`config.mk`:
```
export PLATFORM = sky130hd
export DESIGN_NAME = nibble_serial_alu
export DESIGN_NICKNAME = d
export VERILOG_FILES = /design/src/rtl/nibble_serial_alu_pkg.sv /design/src/rtl/nibble_serial_alu.sv
export SDC_FILE = /design/constraint.sdc
export NUM_CORES = 1
export LEC_CHECK = 0
export BUFFER_PORTS_ARGS = -buffer_cell sky130_fd_sc_hd__clkbuf_2
export CELL_PAD_IN_SITES_DETAIL_PLACEMENT = 2
export CELL_PAD_IN_SITES_GLOBAL_PLACEMENT = 2
export CORE_UTILIZATION = 30
export DETAILED_ROUTE_END_ITERATION = 8
export PLACE_DENSITY_LB_ADDON = 0.1
export SYNTH_ARGS = -nofsm -noshare
export SYNTH_HDL_FRONTEND = slang
export SYNTH_SLANG_ARGS = --single-unit
export TNS_END_PERCENT = 20
```
`constraint.sdc`:
```
create_clock -name clk -period 3.8 [get_ports clk]
set_input_delay 0.76 -clock clk [delete_from_list [all_inputs] [get_ports clk]]
set_output_delay 0.76 -clock clk [all_outputs]
set_load 0.005 [all_outputs]
```
`src/rtl/nibble_serial_alu_pkg.sv`:
```
// Shared types and constants for the nibble-serial ALU sequencer.
package alu_pkg;

  typedef enum logic [1:0] {
    IDLE,
    RUN,
    DONE
  } nsa_state_t;

  localparam logic [4:0]  ALU_A_MINUS_B = 5'b01001;
  localparam int unsigned NIBW          = 4;

endpackage

```
`src/rtl/nibble_serial_alu.sv`:
```
// Runs a WIDTH-bit ALU operation through one external 4-bit slice, one nibble per clock,
// rippling the slice carry through a flop and assembling the full result.
module nibble_serial_alu
  import alu_pkg::*;
#(
  parameter int unsigned WIDTH = 36
) (
  input  logic             clk,
  input  logic             reset,
  input  logic             start,
  input  logic [4:0]       op,
  input  logic             cin,
  input  logic [0:WIDTH-1] a,
  input  logic [0:WIDTH-1] b,
  output logic             busy,
  output logic             done,
  output logic [0:WIDTH-1] result,
  output logic             cout,
  output logic [0:3]       sliceA,
  output logic [0:3]       sliceB,
  output logic [0:3]       sliceS,
  output logic             sliceM,
  output logic             sliceCIN,
  input  logic [0:3]       sliceF,
  input  logic             sliceCOUT
);

  localparam int unsigned NIB = WIDTH / NIBW;
  localparam int unsigned CW  = (NIB > 1) ? $clog2(NIB) : 1;

  nsa_state_t       state_q,  state_d;
  logic [CW-1:0]    k_q,      k_d;
  logic [0:WIDTH-1] a_q,      a_d;
  logic [0:WIDTH-1] b_q,      b_d;
  logic [4:0]       op_q,     op_d;
  logic             carry_q,  carry_d;
  logic [0:WIDTH-1] result_q, result_d;
  int unsigned      base;

  always_comb begin
    state_d  = state_q;
    k_d      = k_q;
    a_d      = a_q;
    b_d      = b_q;
    op_d     = op_q;
    carry_d  = carry_q;
    result_d = result_q;
    sliceA   = '0;
    sliceB   = '0;
    sliceCIN = 1'b0;
    // Nibble k=0 is the least-significant one, i.e. the highest bit indices.
    base     = (NIB - 1 - 32'(k_q)) * NIBW;

    case (state_q)
      IDLE, DONE: begin
        if (start) begin
          a_d     = a;
          b_d     = b;
          op_d    = op;
          carry_d = cin;
          k_d     = '0;
          state_d = RUN;
        end else if (state_q == DONE) begin
          state_d = IDLE;
        end
      end
      RUN: begin
        sliceA                 = a_q[base +: NIBW];
        sliceB                 = b_q[base +: NIBW];
        sliceCIN               = carry_q;
        result_d[base +: NIBW] = sliceF;
        carry_d                = sliceCOUT;
        if (k_q == CW'(NIB - 1)) begin
          state_d = DONE;
        end else begin
          k_d = k_q + 1'b1;
        end
      end
      default: state_d = IDLE;
    endcase
  end

  always_ff @(posedge clk) begin
    if (reset) begin
      state_q  <= IDLE;
      k_q      <= '0;
      a_q      <= '0;
      b_q      <= '0;
      op_q     <= '0;
      carry_q  <= 1'b0;
      result_q <= '0;
    end else begin
      state_q  <= state_d;
      k_q      <= k_d;
      a_q      <= a_d;
      b_q      <= b_d;
      op_q     <= op_d;
      carry_q  <= carry_d;
      result_q <= result_d;
    end
  end

  assign busy   = (state_q == RUN);
  assign done   = (state_q == DONE);
  assign result = result_q;
  assign cout   = carry_q;
  assign sliceS = op_q[3:0];
  assign sliceM = op_q[4];

endmodule

```
==> flow_summary.ini <==
[cells_and_area]
nFillCells = 1918
layout-drive-gt1-share = 0.278
area_growth_pct = 27.3
stdcell_count = 940
multi_input_area_um2 = 2500
n_antenna_cell = 0
seq_area_um2 = 2400
final_net_count = 799

[logic_synthesis]
synth_area_leaders = dfxtp_1 (47%), nand2_1 (13%), a21oi_1 (8.0%)
postSynthAreaPerCell_um2 = 8.67
yosysSeqAreaShare = 0.471
yosys.area.top_type_share = 0.471
yosys-top-cells-count = nand2_1 (170), dfxtp_1 (120), a21oi_1 (82), mux2i_1 (32), clkbuf_1 (30)
yosysWarnings = 0
synthArstFlopShare = 0
yosysTopAreaCell = dfxtp_1
synth-seq-cells = 120
netlist_instances = 589
syn_nets = 677
synth_flop_cell = dfxtp_1
ys_types = 40
synth_most_common_cell = nand2_1
netlist_area_um2 = 5100
synth_edf_count = 0

[power]
powerDensity_nw_per_um2 = 482
peakVddDrop_uv = 314
total_leakage_power_nw = 2.75

[floorplan]
start_util = 0.308
die_area_um2 = 17500
coreArea_um2 = 16600
ioPinCount = 139
row_count = 47
die_h_um = 132
die_width_um = 132

[placed_design]
dp.cells = 911
gp_congestion = 0.746
portBuffers = 138
hpwl_mm = 11.3

[routing]
vias = 4549
ant_nets = 0
wl_per_cell_um = 16.9
drc = 0
initialDrtViolationCount = 111
routed_wl_mm = 15.9
viasPerCell = 4.84
drt_pass1_iterations = 4

[clocking]
cts_tree = yes
numCtsBuffers = 17
h-tree-depth = 4
cts_root_buffer = clkbuf_16
clock_latency_ps = 410
cts_sinks = 120
path_clk_slew_ps = 50
clk_path_buf_depth = 2

[worst_setup_path]
r2r-start = k_q[0]
reg2reg_depth = 6
worstPathRequired_ps = 3040
worstPathMaxFanout = 16
start_kind = flip-flop
crit_type = flip-flop to output port
worstSetupEndpointType = output port
arrival_ps = 2670
regToRegSetupSlack_ps = 1420
r2r-end = result[17]

[sta]
slew_headroom = 0.389
fmax_ghz = 0.292
setup_tns_ps = 0
setup_violations = 0
hold_viol = 0
final-max-slew-violation-count = 0
worst_pin_slew_ps = 917
fin_crit_ps = 3430
finalCritPeriodShare = 0.902
fin_skew_ps = 7.08
rsz0062_at_grt = false

[grt]
grt_pass1_wl_mm = 25.9
overflow = 0
grt_max_degree = 91
first_global_vias = 4914
grt_antenna_before_repair = 0
groute.usage.overall = 0.190

[outcome]
run_status = completed

[flow_run]
maxCapViolCount = 0

[min_path]
min_from = a_q[13]
min_path_cells = 2
min_to = a_q[13]
min_path_type = flip-flop to flip-flop
==> where the power goes <==
part           leakage, nW  internal (W)  switching [W]  total, W
Combinational         1.51      0.000141       0.000204  0.000345
Clock                0.263      0.000898       0.000533   0.00143
Sequential           0.980       0.00132      0.0000375   0.00136
Total                 2.75       0.00236       0.000774   0.00313
==> worst max-delay path by stage <==
| stage | start | end | slack (ps) |
|---|---|---|---|
| after floorplan | k_q[0] | sliceA[0] | 630 |
| after global placement | k_q[0] | sliceB[2] | 630 |
| after detailed placement | k_q[0] | sliceB[1] | 520 |
| after CTS | k_q[0] | sliceB[1] | 30 |
| after global routing | k_q[0] | sliceB[3] | 180 |
| final | k_q[0] | sliceB[1] | 370 |
==> cell families (layout without fill, tap and decap cells) <==
logic type / Yosys count / after routing / synth area share
adders and majority gates: 2 / 2 / 0.00490
xor gates and xnor gates: 4 / 4 / 0.00686
buffers and inverters: 54 / 185 / 0.0429
and+or+nand+nor: 260 / 260 / 0.227
muxes: 48 / 48 / 0.133
DFF: 120 / 120 / 0.471
AOI/OAI and AO/OA: 101 / 101 / 0.114
==> state kept, by name, summed over array words and instances, names as in the netlist <==
register	flops
a_q	36
state_q	2
op_q	5
b_q	36
result	36
k_q	4
cout	1
==> metal layers <==
metal  GRT usage  share of wire
met2       0.329           0.50
met4      0.0594          0.012
met1       0.235           0.45
met3      0.0429          0.038
met5           0              0
==> area by class of cell <==
class / instances / area share
timing repair buffer: 146 / 0.116
inverter: 11 / 0.00635
tap: 220 / 0.0424
clock buffer: 24 / 0.0772
sequential: 120 / 0.370
clock inverter: 4 / 0.00308
multi-input combinational: 415 / 0.385
==> cells in the final DEF (no fill, tap or decap), types with 10 or more instances in the layout <==
master       n
nor2_1      22
mux2i_1     32
mux4_2      16
a21oi_1     81
clkbuf_16   17
inv_1       10
nand3_1     19
dfxtp_1    119
nand2b_1    26
nand2_1    170
clkbuf_2   137
==> timing repair <==
action,CTS,global route
gates resized for setup,0,1
hold buffers,0,0
endpoints found under the hold margin,0,0
buffers inserted,0,1
endpoints found under the setup margin,0,8
==> critical path: stages, from the launching register on <==
cell,delay (ps)
dfxtp_2,530
inv_1,120
ha_1,310
or4b_4,540
a211oi_4,190
buf_4,220
nand2_1,90
o211ai_1,110
clkbuf_2,150
==> stage by stage <==
stage,hold WS [ps],total power (W),cell area [um^2],utilization,setup slack (ps)
floorplan,433,0.00159,5100,-,626
global placement,441,0.00172,5960,0.360,631
detailed placement,450,0.00173,5960,0.360,518
CTS,457,0.00318,6490,0.391,30.5
global route,476,0.00328,6500,0.392,179
finish,455,0.00313,6500,0.392,372
Power figures use the tool's default switching activity.
